`config.mk`:
```
export PLATFORM = sky130hd
export DESIGN_NAME = multicycle_control_unit
export DESIGN_NICKNAME = d
export VERILOG_FILES = /design/src/rtl/cu_pkg.sv /design/src/rtl/cu_mem_timer.sv /design/src/rtl/multicycle_control_unit.sv
export SDC_FILE = /design/constraint.sdc
export NUM_CORES = 1
export LEC_CHECK = 0
export ABC_AREA = 1
export CORE_UTILIZATION = 38
export DETAILED_ROUTE_END_ITERATION = 7
export PLACE_DENSITY = 0.77
export SLEW_MARGIN = 40
export SYNTH_ARGS = -nofsm -noshare
export SYNTH_HDL_FRONTEND = slang
export SYNTH_SLANG_ARGS = --single-unit
```
`constraint.sdc`:
```
create_clock -name clk -period 1.6 [get_ports clk]
set_clock_uncertainty 0.15 [all_clocks]
set_input_delay 0.32 -clock clk [delete_from_list [all_inputs] [get_ports clk]]
set_output_delay 0.32 -clock clk [all_outputs]
set_load 0.02 [all_outputs]
```
`src/rtl/cu_pkg.sv`:
```
// rtl/cu_pkg.sv - shared encodings, state enum and branch-condition helper for the multicycle control unit
package cu_pkg;

    localparam logic [1:0] CLS_ALU  = 2'b00;
    localparam logic [1:0] CLS_LDST = 2'b01;
    localparam logic [1:0] CLS_BR   = 2'b10;
    localparam logic [1:0] CLS_MOV  = 2'b11;

    localparam logic [3:0] SUB_LDIND = 4'b0100;
    localparam logic [3:0] SUB_LDIMM = 4'b0101;
    localparam logic [3:0] SUB_MOVR  = 4'b0110;
    localparam logic [3:0] SUB_ST    = 4'b1000;

    localparam int SREG_Z = 0;
    localparam int SREG_C = 1;
    localparam int SREG_N = 2;
    localparam int SREG_V = 3;

    localparam logic [1:0] WR_ALU   = 2'd0;
    localparam logic [1:0] WR_IMM   = 2'd1;
    localparam logic [1:0] WR_PORTA = 2'd2;
    localparam logic [1:0] WR_MEM   = 2'd3;

    typedef enum logic [3:0] {
        S_DECODE,
        S_RD,
        S_EXE,
        S_WB,
        S_FLAG,
        S_MREQ,
        S_MWAIT,
        S_BR,
        S_DONE
    } cu_state_t;

    // cond[3] forces the branch; otherwise cond[1:0] picks a flag and cond[2] inverts the test
    function automatic logic br_taken(input logic [3:0] cond, input logic [3:0] flags);
        logic flag;
        case (cond[1:0])
            2'd0:    flag = flags[SREG_Z];
            2'd1:    flag = flags[SREG_C];
            2'd2:    flag = flags[SREG_N];
            default: flag = flags[SREG_V];
        endcase
        return cond[3] | (flag ^ cond[2]);
    endfunction

endpackage

```
`src/rtl/cu_mem_timer.sv`:
```
// rtl/cu_mem_timer.sv - counts data-memory wait cycles and flags a timeout when no ack arrives
module cu_mem_timer #(
    parameter int MEM_TIMEOUT = 15
) (
    input  logic clk,
    input  logic rst_n,
    input  logic start,
    input  logic wait_en,
    input  logic mem_ack,
    output logic expire
);

    localparam int CW = (MEM_TIMEOUT > 1) ? $clog2(MEM_TIMEOUT) : 1;
    localparam logic [CW-1:0] LAST = CW'(MEM_TIMEOUT - 1);

    logic [CW-1:0] wait_cnt;

    // count holds the number of completed wait cycles, so the last allowed one sees LAST
    assign expire = wait_en && !mem_ack && (wait_cnt == LAST);

    always_ff @(posedge clk or negedge rst_n) begin
        if (!rst_n) begin
            wait_cnt <= '0;
        end else if (start) begin
            wait_cnt <= '0;
        end else if (wait_en && !expire) begin
            wait_cnt <= wait_cnt + 1'b1;
        end
    end

endmodule

```
`src/rtl/multicycle_control_unit.sv`:
```
// rtl/multicycle_control_unit.sv - multi-cycle sequencer driving regfile, ALU, data memory and PC strobes
module multicycle_control_unit
    import cu_pkg::*;
#(
    parameter int PC_W        = 8,
    parameter int MEM_AW      = 7,
    parameter int MEM_TIMEOUT = 15
) (
    input  logic              clk,
    input  logic              rst_n,
    input  logic [15:0]       instr,
    input  logic [3:0]        alu_sreg,
    input  logic              mem_ack,
    output logic [2:0]        ra_num,
    output logic [2:0]        rb_num,
    output logic [2:0]        rc_num,
    output logic              reg_rd_en,
    output logic              reg_wr_en,
    output logic [1:0]        wr_sel,
    output logic [3:0]        alu_fsl,
    output logic              alu_lat,
    output logic [MEM_AW-1:0] mem_addr,
    output logic              mem_rd,
    output logic              mem_wr,
    output logic              wdata_sel,
    output logic              pc_hold,
    output logic              pc_jump,
    output logic [PC_W-1:0]   pc_target,
    output logic [3:0]        sreg,
    output logic              fault
);

    cu_state_t  state_q, state_d;
    logic       mov_wr_q;
    logic [3:0] sreg_q;
    logic       expire;

    logic [1:0] cls;
    logic [3:0] sub;
    logic       is_ldind, is_ldimm, is_movr, is_st, is_illegal, is_mov, mem_read;

    assign cls        = instr[15:14];
    assign sub        = instr[13:10];
    assign is_ldind   = (cls == CLS_LDST) && (sub == SUB_LDIND);
    assign is_ldimm   = (cls == CLS_LDST) && (sub == SUB_LDIMM);
    assign is_movr    = (cls == CLS_LDST) && (sub == SUB_MOVR);
    assign is_st      = (cls == CLS_LDST) && (sub == SUB_ST);
    assign is_illegal = (cls == CLS_LDST) && !(is_ldind || is_ldimm || is_movr || is_st);
    assign is_mov     = (cls == CLS_MOV);
    assign mem_read   = is_ldind || (is_mov && !mov_wr_q);
    assign sreg       = sreg_q;

    cu_mem_timer #(.MEM_TIMEOUT(MEM_TIMEOUT)) u_timer (
        .clk     (clk),
        .rst_n   (rst_n),
        .start   (state_q == S_MREQ),
        .wait_en (state_q == S_MWAIT),
        .mem_ack (mem_ack),
        .expire  (expire)
    );

    always_ff @(posedge clk or negedge rst_n) begin
        if (!rst_n) begin
            state_q  <= S_DECODE;
            mov_wr_q <= 1'b0;
            sreg_q   <= '0;
        end else begin
            state_q <= state_d;
            if (state_q == S_WB && cls == CLS_ALU) begin
                sreg_q <= alu_sreg;
            end
            if (state_q == S_DONE) begin
                mov_wr_q <= 1'b0;
            end else if (is_mov && mem_ack && (state_q == S_MREQ || state_q == S_MWAIT)) begin
                mov_wr_q <= 1'b1;
            end
        end
    end

    always_comb begin
        state_d   = state_q;
        ra_num    = '0;
        rb_num    = '0;
        rc_num    = '0;
        reg_rd_en = 1'b0;
        reg_wr_en = 1'b0;
        wr_sel    = WR_ALU;
        alu_fsl   = '0;
        alu_lat   = 1'b0;
        mem_addr  = '0;
        mem_rd    = 1'b0;
        mem_wr    = 1'b0;
        wdata_sel = 1'b0;
        pc_hold   = 1'b0;
        pc_jump   = 1'b0;
        pc_target = '0;
        fault     = 1'b0;

        unique case (state_q)
            S_DECODE: begin
                case (cls)
                    CLS_ALU:  state_d = S_RD;
                    CLS_BR:   state_d = S_BR;
                    CLS_MOV:  state_d = S_MREQ;
                    default:  state_d = is_ldimm ? S_WB : (is_illegal ? S_DONE : S_RD);
                endcase
            end
            S_RD:    state_d = (cls == CLS_ALU) ? S_EXE : (is_movr ? S_WB : S_MREQ);
            S_EXE:   state_d = S_WB;
            S_WB:    state_d = (cls == CLS_ALU) ? S_FLAG : S_DONE;
            S_FLAG:  state_d = S_DONE;
            S_MREQ, S_MWAIT: begin
                if (mem_ack) begin
                    state_d = is_ldind ? S_WB : ((is_mov && !mov_wr_q) ? S_MREQ : S_DONE);
                end else if (expire) begin
                    state_d = S_DONE;
                end else begin
                    state_d = S_MWAIT;
                end
            end
            S_BR:    state_d = S_DONE;
            S_DONE:  state_d = S_DECODE;
            default: state_d = S_DECODE;
        endcase

        // outputs are forced low for the whole time reset is asserted, not just from the next edge
        if (rst_n) begin
            pc_hold = (state_q != S_DONE);

            if (cls == CLS_ALU) begin
                ra_num  = instr[9:7];
                rb_num  = instr[6:4];
                rc_num  = instr[3:1];
                alu_fsl = instr[13:10];
            end else if (is_movr) begin
                rc_num = instr[9:7];
                ra_num = instr[6:4];
            end else if (is_ldind) begin
                rb_num = instr[9:7];
                rc_num = instr[2:0];
            end else if (is_st) begin
                ra_num = instr[2:0];
            end else if (is_ldimm) begin
                rc_num = instr[2:0];
            end else if (cls == CLS_BR) begin
                pc_target = instr[PC_W-1:0];
            end

            case (state_q)
                S_DECODE: fault = is_illegal;
                S_RD:     reg_rd_en = 1'b1;
                S_EXE:    alu_lat = 1'b1;
                S_WB: begin
                    reg_wr_en = 1'b1;
                    wr_sel    = (cls == CLS_ALU) ? WR_ALU :
                                is_ldimm ? WR_IMM : (is_movr ? WR_PORTA : WR_MEM);
                end
                S_MREQ, S_MWAIT: begin
                    mem_rd    = mem_read;
                    mem_wr    = !mem_read;
                    wdata_sel = is_mov && mov_wr_q;
                    fault     = expire;
                    // indirect loads take their address from port B in the datapath
                    if (is_st) begin
                        mem_addr = instr[3 +: MEM_AW];
                    end else if (is_mov) begin
                        mem_addr = mov_wr_q ? instr[0 +: MEM_AW] : instr[7 +: MEM_AW];
                    end
                end
                S_DONE:   pc_jump = (cls == CLS_BR) && br_taken(instr[13:10], sreg_q);
                default: ;
            endcase
        end
    end

endmodule
```
Word level (Yosys, flattened, before mapping) --
Cells that the tools add are included.
Storage, ports and cells: register bits after elaboration 13, bits of input ports 23, output and inout bits 43
Operators by class: $add $sub $neg 1, equality and inequality tests 19, muxes and demuxes 69, bitwise gates (word level) 2, reduce and logical (&&, ||, !) cells 31
Operators with widths (count):
- $mux 8 | 7
- $mux 3 | 17
- $mux 4 | 11
- $mux 7 | 5
- $eq 4x3->1 const B | 7
- $pmux 4 s6 | 1
- $mux 1 | 21
- $logic_and 1x1->1 | 14
- $eq 4x4->1 const B | 3
- $pmux 4 s3 | 1
- $eq 4x2->1 const B | 2
- $mux 2 | 4
- $eq 2x2->1 const B | 3
- $logic_not 1->1 | 5
- $logic_or 1x1->1 | 5
- $add 4x1->4 const B | 1
- $eq 2x1->1 const B | 2
- $eq 4x1->1 const B | 1
- $logic_not 2->1 | 2
- $logic_not 4->1 | 1
- $ne 4x4->1 const B | 1
- $reduce_bool 2->1 | 2
- $reduce_or 2->1 | 2
- $pmux 1 s3 | 1
- other kinds (3) | 3

Longest topological paths before layout --
Gate-level depths: netlist (run 1).
depth after elaboration 11, mapped depth 10, mapped depth without buffers 10

Hierarchy --
A second synthesis (run 1) with hierarchy kept.
Unflattened totals: cell total of the unflattened synthesis 265, area total of the unflattened synthesis 1531.5 um^2
By module, submodules not included:
- multicycle_control_unit | times used 1, cells each 230, area an instance 1253.7 um^2
- cu_mem_timer | times used 1, cells each 35, area an instance 277.8 um^2

Worst setup path before layout (run 1) --
OpenSTA, ideal clock, no wires.
path type reg2out, start register state_q[2], end output wr_sel[1], arrival time 1.390 ns, data required time 1.130 ns, setup slack -0.260 ns, cell stages (with the launch flop) 8, cells stage by stage dfrtp_1 nor2_1 inv_1 nor2_2 nand2_1 inv_1 nand2_1 nor2_1
On the way: longest elaborated chain between the ends 3
RTL lines:
- from (decl) | line multicycle_control_unit.sv:33 | cu_state_t state_q, state_d;
- from (signal assigned) | line multicycle_control_unit.sv:68 | state_q <= state_d;
- $eq 4x2->1 | line multicycle_control_unit.sv:149 | case (state_q)
- $mux 2 | line multicycle_control_unit.sv:149
- $mux 2 | line multicycle_control_unit.sv:127 | if (rst_n) begin
- to (decl) | line multicycle_control_unit.sv:19 | output logic [1:0] wr_sel,
Every way passes these cells.

Worst setup path in the final report (run 1) --
start register state_q[0], end output mem_addr[5]
On the way: longest elaborated chain between the ends 4, elaborated cells between the ends (all ways) 5, classes of those cells eq/ne (2); mux (2); reduce/logical (1)
RTL lines:
- $eq 4x3->1 | line multicycle_control_unit.sv:149
- $reduce_or 2->1 * | line multicycle_control_unit.sv:149
- $mux 7 * | line multicycle_control_unit.sv:149
- $mux 7 * | line multicycle_control_unit.sv:127
- to (decl) | line multicycle_control_unit.sv:22 | output logic [MEM_AW-1:0] mem_addr,
Mark *: on every way between the ends. The rest lies on a longest branch, timed or not.

==> results of run 1 <==
==> Yosys cell counts, types with 2 or more instances <==
library cell | n | share of area (%)
buf_2 | 2 | 0.67
dfrtp_1 | 13 | 22
o21ai_1 | 7 | 2.4
a21oi_1 | 8 | 2.7
a31oi_1 | 3 | 1.3
o21ai_0 | 5 | 1.7
nor3_1 | 6 | 2.0
nand2_2 | 6 | 2.5
o22ai_1 | 7 | 2.9
xnor2_1 | 2 | 1.2
nor2_1 | 42 | 11
nor2_4 | 2 | 1.5
inv_2 | 3 | 0.76
inv_1 | 37 | 9.3
nor2_2 | 5 | 2.1
a22oi_1 | 2 | 1.0
nand3_1 | 18 | 6.1
nand4_1 | 6 | 2.5
o211ai_2 | 3 | 2.5
nand2_1 | 69 | 17
ha_1 | 2 | 1.7
==> logic make-up after synthesis <==
| kind of cell | after synthesis |
|---|---|
| compound gates | 38 |
| xor+xnor | 2 |
| buf+inv | 46 |
| flops | 13 |
| simple gates | 158 |
| fa+ha+maj | 2 |
==> cell usage in the layout, fill, tap and decap left out, types with 2 or more instances in the layout <==
cell type	synthesis	layout
inv_4	0	4
dfrtp_1	13	11
nor2_2	5	11
a31oi_4	0	3
a22oi_2	0	2
buf_4	1	97
nand3_2	0	2
nor2_4	2	18
inv_2	3	16
clkdlybuf4s50_1	0	5
nor2_1	42	20
o211ai_2	3	3
o22ai_1	7	7
nand2_1	69	43
a21oi_2	1	3
buf_2	2	4
a21oi_1	8	6
nand3_4	0	4
nor3_4	0	5
buf_8	0	2
nand4_1	6	6
xnor2_1	2	2
ha_1	2	2
nand2_2	6	19
nand2_4	0	13
o21ai_1	7	4
clkbuf_8	0	3
dlygate4sd2_1	0	13
inv_1	37	18
o21ai_2	1	4
o21ai_0	5	5
nand3_1	18	12
buf_6	1	45
dfrtp_2	0	2
==> power breakdown <==
| group | total [W] | switching [W] | internal [W] |
|---|---|---|---|
| combinational | 0.00256 | 0.00144 | 0.00112 |
| clock | 0.000318 | 0.000141 | 0.000177 |
| sequential | 0.000590 | 0.000128 | 0.000462 |
| total | 0.00346 | 0.00170 | 0.00176 |
==> final cells by class <==
class,count,area [um^2]
Clock buffer,4,45.0
Timing Repair Buffer,169,1490
Inverter,41,178
Tap cell,48,60.1
Multi-Input combinational cell,200,1450
Fill cell,93,173
Sequential cell,13,328
==> per-stage QoR <==
stage	std cells	hold slack, ps	util [%]
2_1_floorplan	259	-126	-
3_3_place_gp	450	399	80.7
3_5_place_dp	450	400	80.7
4_1_cts	470	18.0	89.0
5_1_grt	475	66.3	95.4
6_report	475	62.9	95.4
==> critical path: cells and delay by family (launching register included) <==
kind	cells	cell delay (ps)
AOI/OAI and AO/OA	1	70
buffers and inverters	4	430
DFF	1	410
and+or+nand+nor	5	500
==> routing by layer <==
metal | vias to the layer above | GRT usage [%]
li1 | 1173 | -
met1 | 1376 | 47.0
met5 | - | 0
met3 | 136 | 8.98
met4 | 0 | 29.7
met2 | 357 | 73.9
==> state kept, by name, summed over array words and instances (netlist names) <==
| signal | count |
|---|---|
| mov_wr_q | 1 |
| sreg | 4 |
| state_q | 4 |
| u_timer.wait_cnt | 4 |
==> worst min path at each step <==
stage	startpoint	to	slack, ps	depth (start not counted)
6_report	rst_n	u_timer.wait_cnt[3]	60	2
5_1_grt	rst_n	mov_wr_q	70	2
4_1_cts	rst_n	u_timer.wait_cnt[3]	20	2
3_5_place_dp	sreg[3]	sreg[3]	400	3
3_3_place_gp	sreg[2]	sreg[2]	400	3
2_1_floorplan	rst_n	mov_wr_q	-130	0
==> repair_timing <==
| action | 4_1_cts | 5_1_grt |
|---|---|---|
| hold buffers | 0 | 0 |
| gates cloned | 0 | 0 |
| gates resized for setup | 315 | 64 |
| pin swaps | 19 | 19 |
| buffers inserted | 16 | 11 |
| endpoints found under the setup margin | 51 | 48 |
==> impl_results.md, run 1 <==
- EDFF count, synth: 0
- Cell chosen for the clock root: clkbuf_8
- Number of placement rows: 22
- H-tree depth: 1
- Min Tclk post-route: 2140 ps
- Setup TNS: -13320 ps
- Worst Setup Start Kind: flop
- Outcome: complete, but fails checks
- Asr flop ratio synth: 100%
- Fin crit share: 134%
- Vias: 3042
- CTS tree: done
- Metal-1 WL: 3.53 mm
- Combinational family with the most area after synthesis: simple AND/OR/NAND/NOR gates
- Fmax achieved: 467 MHz
- Final Hold Viols: 0
- GPL Wtd Cong: 0.977
- Register clock-pin slew on the reported worst setup and hold paths: 60 ps
- Max-slew violations: 0
- Peak supply drop: 1.20 mV
- Chip width: 64.6 um
- Die Ht: 64.6 um
- I/O Buffers: 65
- Yosys reg bits: 13
- Synth warn: 0
- TritonCTS buffer count: 3
- Vias per inst: 6.40
- CTS Buffer Depth: 2
- Area grow syn2layout: 138%
- Total GRT Usage: 43.0%
- Worst r2r path cells: 9
- Nets: 453
- Cell area power density: 977 nW/um^2
- Wire length on met2: 5.01 mm
- MaxCap Viol Count: 0
- Mux cell area share after synthesis: 0%
- Post-Syn Area: 1490 um^2
- Vias in the first global route: 2891
- Min-Delay Path Class: in -> async
- Drt pass-1 iters: 6
- First-pass GRT wire length: 13.8 mm
- Syn nets: 284
- Simple-gate share of the synthesized area: 46.5%
- Failing checks: setup timing
- Ports: 66
- Critical-path maximum fanout: 8
- Post-route setup slack: -540 ps
- Wire per inst: 23.4 um
- Ys flop type: dfrtp_1
- Setup violators final: 47
- Gr ovfl total: 0
- DRC violations left: 0
- Wire length on met3: 1.42 mm
- Share of layout cells above drive strength 1: 62.8%
- Endpoint class of the critical path: primary output
- Crit path from: state_q[0]
- Post-Synth Adder-Cell Area: 1.68%
- Post-place setup slack: -1220 ps
- Clk sinks: 13
- Pleak: 1.77 nW
- Post-synthesis compound-gate area fraction: 16.1%
- Critical path arrival: 1670 ps
- Post-Place Cell Area: 3000 um^2
- Sequential area share after synthesis: 21.9%
- CP Cell Sequence: inv_2 -> nand2_4 -> nor2_4 -> inv_2 -> nand2_4 -> nand2_4 -> clkinv_4 -> o21ai_2 -> nor2_2 -> buf_6
- Tot Pwr: 0.00346 W
- Synth Area in XOR/XNOR: 1.18%
- Synth Area per Inst: 5.74 um^2
- Top Metal Used: met4
- Critical Path Most Common Cell: nand2_4
- Largest net degree at the start of global routing: 15
- Cells after synthesis: 259
- Post-synth cell types: 32
- Critical Path RT: 1130 ps
- R2R setup slack: -270 ps
- Slew @ Worst Pin: 586 ps
- DR iter-0 viols: 523
- Hpwl dp: 5.20 mm
- Initial antenna violation count: 0
- Die Area: 4170 um^2
- Slowest stage delay, CP: 410 ps
- Core ar.: 3720 um^2
- Diode count: 0
- CP Class: reg -> out
- Worst R2R End: u_timer.wait_cnt[0]
- FF-to-FF Start: u_timer.wait_cnt[0]
- Final WL: 11.1 mm
- Initial Util: 40.0%
- Fin area: 3540 um^2
- Crit-path slowest cell: dfrtp_1
- RSZ-0062 raised after global routing: yes
- Worst Setup EP: mem_addr[5]
- Rel. slew slack: 60.5%
- ANT nets after route: 0
- Clk_lat worst skew: 260 ps
(Power assumes the default switching activity.)
==> inputs of run 2 (changes only) <==
--- a/config.mk
+++ b/config.mk
@@ -6,6 +6,7 @@
 export NUM_CORES = 1
 export LEC_CHECK = 0
 export ABC_AREA = 1
+export CORE_MARGIN = 8
 export CORE_UTILIZATION = 38
 export DETAILED_ROUTE_END_ITERATION = 7
 export PLACE_DENSITY = 0.77
==> impl_results.md, run 2 <==
- Syn nets: 284
- Asr flop ratio synth: 100%
- GRT worst endpoint: mem_addr[6]
- Ports: 66
- Combinational family with the most area after synthesis: simple AND/OR/NAND/NOR gates
- Worst End Pin Type: primary output
- Post-synthesis compound-gate area fraction: 16.1%
- Hpwl dp: 5.88 mm
- Yosys reg bits: 13
- Synth warn: 0
- Synth Area per Inst: 5.74 um^2
- Tool Error: [ERROR DPL-0038] Utilization greater than 100%, impossible to legalize
- Synth top area cells: dfrtp_1 22%, nand2_1 17%, nor2_1 11%
- Post-Synth Adder-Cell Area: 1.68%
- CTS Buffer Depth: 2
- I/O Buffers: 65
- Die Ht: 78.6 um
- Fail Step: 5_1_grt
- EDFF count, synth: 0
- Synth Area in XOR/XNOR: 1.18%
- Cell chosen for the clock root: clkbuf_8
- H-tree depth: 1
- Ys flop type: dfrtp_1
- TritonCTS buffer count: 3
- GPL Wtd Cong: 0.949
- Post-synth cell types: 32
- Sequential area share after synthesis: 21.9%
- Post-Syn Area: 1490 um^2
- Cells after synthesis: 259
- Yosys top cell area share: 21.9%
- Mux cell area share after synthesis: 0%
- Most frequent cell after synthesis: nand2_1
- Post-Place Cell Area: 3040 um^2
- Chip width: 78.6 um
- Clk sinks: 13
- Outcome: did not finish
- Synth area leader: dfrtp_1
- Initial Util: 40.0%
- Cells after DPL: 455
- Synth top cells by count: 69 x nand2_1, 42 x nor2_1, 37 x inv_1
- Largest net degree at the start of global routing: 13
- Number of placement rows: 22
- Simple-gate share of the synthesized area: 46.5%
[run 2: what timing repair did]
action,in CTS
hold buffers,1
pin swaps,31
endpoints found under the hold margin,1
setup endpoints to repair,52
gates resized for setup,331
buffers inserted,16
[run 2: cells by family after synthesis]
group,count (synthesis)
DFF,13
adders and majority gates,2
xor gates and xnor gates,2
and+or+nand+nor,158
buffers and inverters,46
AOI/OAI and AO/OA,38
[run 2: through the flow]
stage                     hold WS, ps  setup WS, ps  utilization (%)  setup TNS (ps)
after CTS                         214          -369             91.3           -7820
after floorplan                  -126         -80.9                -            -602
after detailed placement          426         -1240             81.7          -46150
after global placement            398         -1210             81.7          -44310
==> inputs of run 3 (changes only) <==
--- a/config.mk
+++ b/config.mk
@@ -7,9 +7,9 @@
 export LEC_CHECK = 0
 export ABC_AREA = 1
 export CORE_MARGIN = 8
-export CORE_UTILIZATION = 38
+export CORE_UTILIZATION = 24
 export DETAILED_ROUTE_END_ITERATION = 7
-export PLACE_DENSITY = 0.77
+export PLACE_DENSITY_LB_ADDON = 0.15
 export SLEW_MARGIN = 40
 export SYNTH_ARGS = -nofsm -noshare
 export SYNTH_HDL_FRONTEND = slang
==> constraint.sdc (replaced) <==
create_clock -name clk -period 2.08 [get_ports clk]
set_clock_uncertainty 0.15 [all_clocks]
set_input_delay 0.416 -clock clk [delete_from_list [all_inputs] [get_ports clk]]
set_output_delay 0.416 -clock clk [all_outputs]
set_load 0.02 [all_outputs]
==> impl_results.md, run 3 (synthesis results as in run 1) <==
- Fmax achieved: 474 MHz
- MaxCap Viol Count: 0
- Gr ovfl total: 0
- Total GRT Usage: 14.7%
- Net switching power: 0.000882 W
- CP Cell Sequence: nor2_2 -> inv_2 -> nor2_2 -> nand4_1 -> a21oi_2 -> buf_6
- Clk sinks: 13
- FF-to-FF Start: state_q[2]
- Outcome: complete, but fails checks
- Switching share of power: 42.6%
- Most common cell after layout, fill and taps aside: buf_4
- Post-place setup slack: -897 ps
- Register clock-pin slew on the reported worst setup and hold paths: 60 ps
- Clk pwr share: 11.0%
- First-pass GRT wire length: 10.6 mm
- Final std cells w/o fill: 494
- Worst r2r path cells: 10
- Post-route setup slack: -30.7 ps
- Min-Delay Path Class: in -> async
- Max-slew violations: 0
- Cells after DPL: 474
- Combinational group share of total power: 68.5%
- Final WL: 6.75 mm
- CTS Buffer Depth: 2
- Most frequent cells in the layout: 101 x buf_4, 62 x nand2_1, 33 x nor2_1
- Largest net degree at the start of global routing: 16
- H-tree depth: 1
- TritonCTS buffer count: 3
- Worst Setup Start Kind: flop
- R2R setup slack: 330 ps
- Min Tclk post-route: 2110 ps
- Cell area power density: 681 nW/um^2
- Critical Path Most Common Cell: nor2_2
- ANT nets after route: 0
- Critical Path RT: 1510 ps
- Setup violators final: 2
- Vias in the first global route: 2233
- Initial Util: 25.0%
- CP Class: reg -> out
- DRC violations left: 0
- Area grow syn2layout: 104%
- Die Area: 8970 um^2
- Slowest stage delay, CP: 430 ps
- Final Hold Viols: 0
- Vias per inst: 4.58
- CTS tree: done
- Diode count: 0
- GPL Wtd Cong: 0.847
- Chip width: 94.7 um
- Drt pass-1 iters: 4
- Fin crit share: 101%
- Die Ht: 94.7 um
- Share of layout cells above drive strength 1: 48.0%
- Cell chosen for the clock root: clkbuf_8
- Peak supply drop: 0.450 mV
- Crit-path slowest cell: dfrtp_1
- Number of placement rows: 28
- Critical path arrival: 1540 ps
- Ports: 66
- RSZ-0062 raised after global routing: yes
- Hpwl dp: 5.35 mm
- Pleak: 1.60 nW
- Endpoint class of the critical path: primary output
- Critical-path maximum fanout: 3
- Internal: 0.00119 W
- DR iter-0 viols: 119
- Wire per inst: 13.7 um
- Vias: 2262
- Rel. slew slack: 76.0%
- Worst R2R End: state_q[3]
- Slew @ Worst Pin: 357 ps
- Initial antenna violation count: 0
- Reg power frac: 20.5%
- I/O Buffers: 65
- Core ar.: 5960 um^2
- Nets: 445
- Failing checks: setup timing
- Clk_lat worst skew: 240 ps
==> run 3: area by class of cell <==
class                           count  area [um^2]
Timing Repair Buffer              161         1290
Clock buffer                        4         45.0
Fill cell                         633         2920
Inverter                           41          164
Sequential cell                    13          325
Tap cell                           75         93.8
Multi-Input combinational cell    200         1120
==> run 3: timing repair <==
item / 4_1_cts / 5_1_grt
pin swaps: 14 / 17
hold endpoints to repair: 0 / 2
setup buffers: 8 / 7
resized for setup: 208 / 64
hold buffers: 0 / 1
setup endpoints to repair: 39 / 37
==> run 3: metal layers <==
metal	vias to the layer above	track usage [%]	wire length (um)
met5	-	0	0
met4	0	2.34	66
met3	7	2.86	406
met2	66	23.9	3120
met1	1035	19.8	3160
li1	1154	-	-
==> run 3: critical path, delay by kind of cell (launching register included) <==
kind,cells,cell delay (ps)
AND/OR/NAND/NOR,3,470
AO/OA/AOI/OAI,1,190
buffers and inverters,2,200
flip-flops,1,430
==> run 3: worst max-delay path by stage <==
stage / from / endpoint / slack, ps
6_report: state_q[2] / fault / -30
4_1_cts: state_q[3] / mem_addr[1] / -9
3_3_place_gp: instr[10] / mem_addr[1] / -930
5_1_grt: state_q[1] / mem_addr[0] / -100
3_5_place_dp: instr[14] / rc_num[0] / -900
2_1_floorplan: instr[15] / alu_fsl[0] / 70
==> run 3: through the flow <==
| step | util, % | area (um^2) | TNS (ps) | total power [W] | hold WS, ps |
|---|---|---|---|---|---|
| after floorplan | - | 1490 | 0 | 0.000950 | -29.6 |
| after global placement | 47.4 | 2830 | -29990 | 0.00162 | 362 |
| after detailed placement | 47.4 | 2830 | -29260 | 0.00163 | 365 |
| after CTS | 48.7 | 2900 | -16.5 | 0.00196 | 181 |
| after global routing | 51.0 | 3040 | -613 | 0.00222 | 194 |
| final | 51.0 | 3040 | -37.5 | 0.00207 | 192 |
==> run 3: power by group through the flow <==
stage               Clock (W)  Sequential (W)  Combinational, W
floorplan                   0        0.000465          0.000485
global placement            0        0.000412           0.00121
detailed placement          0        0.000414           0.00122
CTS                  0.000233        0.000420           0.00130
global route         0.000248        0.000435           0.00154
finish               0.000228        0.000423           0.00142
==> inputs of run 4 (changes only) <==
--- a/config.mk
+++ b/config.mk
@@ -7,7 +7,7 @@
 export LEC_CHECK = 0
 export ABC_AREA = 1
 export CORE_MARGIN = 8
-export CORE_UTILIZATION = 24
+export CORE_UTILIZATION = 35
 export DETAILED_ROUTE_END_ITERATION = 7
 export PLACE_DENSITY_LB_ADDON = 0.15
 export SLEW_MARGIN = 40
==> impl_results.md, run 4 (synthesis results as in run 1) <==
- Endpoint class of the critical path: primary output
- Pleak: 1.62 nW
- I/O Buffers: 65
- GPL Wtd Cong: 0.882
- Post-route setup slack: -67.9 ps
- Clk_lat worst skew: 250 ps
- Slowest stage delay, CP: 450 ps
- Crit-path slowest cell: clkdlybuf4s50_1
- Setup violators final: 1
- Post-layout util: 73.8%
- Fillcell total: 333
- Die Area: 6590 um^2
- Core ar.: 4060 um^2
- Min Tclk post-route: 2150 ps
- CTS Buffer Depth: 2
- Outcome: complete, but fails checks
- DRC violations left: 0
- ANT nets after route: 0
- Most frequent cells in the layout: 107 x buf_4, 61 x nand2_1, 33 x nor2_1
- Nets: 446
- Vias in the first global route: 2332
- Rel. slew slack: 73.2%
- MaxCap Viol Count: 0
- Gr ovfl total: 0
- Post-Place Cell Area: 2790 um^2
- CP Class: in -> out
- Total GRT Usage: 20.6%
- Area grow syn2layout: 101%
- Critical Path RT: 1510 ps
- Fmax achieved: 466 MHz
- Failing checks: setup timing
- Initial Util: 36.7%
- Final Hold Viols: 0
- Diode count: 0
- CP Cell Sequence: clkdlybuf4s50_1 -> inv_2 -> nand2_1 -> nor2_2 -> nand2_2 -> a21oi_2 -> buf_4
- Clk sinks: 13
- Register clock-pin slew on the reported worst setup and hold paths: 60 ps
- Number of placement rows: 23
- H-tree depth: 1
- Fin crit share: 103%
- Multi-input logic area: 1120 um^2
- Final std cells w/o fill: 470
- Final WL: 6.72 mm
- Die Ht: 81.2 um
- First-pass GRT wire length: 10.9 mm
- Cell area power density: 687 nW/um^2
- Drt pass-1 iters: 4
- CTS tree: done
- Chip width: 81.2 um
- Initial antenna violation count: 0
- Critical path arrival: 1580 ps
- Most common cell after layout, fill and taps aside: buf_4
- Critical-path maximum fanout: 2
- Share of layout cells above drive strength 1: 49.3%
- Slew @ Worst Pin: 399 ps
- Setup TNS: -67.9 ps
- Vias per inst: 5.00
- DR iter-0 viols: 117
- RSZ-0062 raised after global routing: yes
- Ports: 66
- Post-place setup slack: -860 ps
- Min-Delay Path Class: in -> async
- Largest net degree at the start of global routing: 14
- Worst Setup Start Kind: input pin
- Wire per inst: 14.3 um
- Fin area: 3000 um^2
- Peak supply drop: 0.494 mV
- Max-slew violations: 0
- Storage cell area: 327 um^2
- Worst r2r path cells: 10
- Vias: 2349
- Cells after DPL: 450
- TritonCTS buffer count: 3
- Hpwl dp: 4.99 mm
- Cell chosen for the clock root: clkbuf_8
[run 4: timing repair]
action	CTS	global route
buffers inserted	14	1
endpoints found under the setup margin	39	37
hold buffers	0	0
pin swaps	8	16
gates cloned	0	1
resized for setup	215	54
[run 4: where the power goes]
| group | leakage [nW] | internal (W) | switching, W |
|---|---|---|---|
| Sequential | 0.169 | 0.000354 | 0.0000725 |
| Clock | 0.0228 | 0.000136 | 0.000102 |
| Combinational | 1.42 | 0.000681 | 0.000713 |
[run 4: layout make-up]
cell class / count / share of cell area, %
timing repair buffer: 162 / 42.5
sequential: 13 / 10.9
inverter: 41 / 5.43
multi-input combinational: 200 / 37.6
clock buffer: 4 / 1.50
tap: 50 / 2.09
[run 4: worst paths after layout]
path / endpoint / slack (ps) / startpoint
max in group asynchronous: state_q[2] / 1450 / rst_n
worst max-delay path: fault / -70 / mem_ack
worst min register to register: sreg[0] / 340 / sreg[0]
worst min-delay path: mov_wr_q / 20 / rst_n
worst max register to register: state_q[2] / 350 / u_timer.wait_cnt[0]
min in group clk: sreg[0] / 340 / sreg[0]
[run 4: per-stage QoR]
stage	hold slack, ps	total power [W]
global placement	340	0.00162
detailed placement	332	0.00164
floorplan	-29.6	0.000950
finish	20.5	0.00206
CTS	200	0.00197
global route	0.00339	0.00221
[run 4: critical path, delay by kind of cell]
kind	cells	cell delay (ps)
AOI/OAI and AO/OA	1	150
buffers and inverters	3	700
and+or+nand+nor	3	330
[run 4: metal layers]
metal | share of wire (%) | GRT usage (%) | up-vias
li1 | - | - | 1159
met2 | 50 | 36.7 | 73
met5 | 0 | 0 | -
met1 | 41 | 24.0 | 1102
met3 | 6.8 | 3.20 | 15
met4 | 2.3 | 8.04 | 0
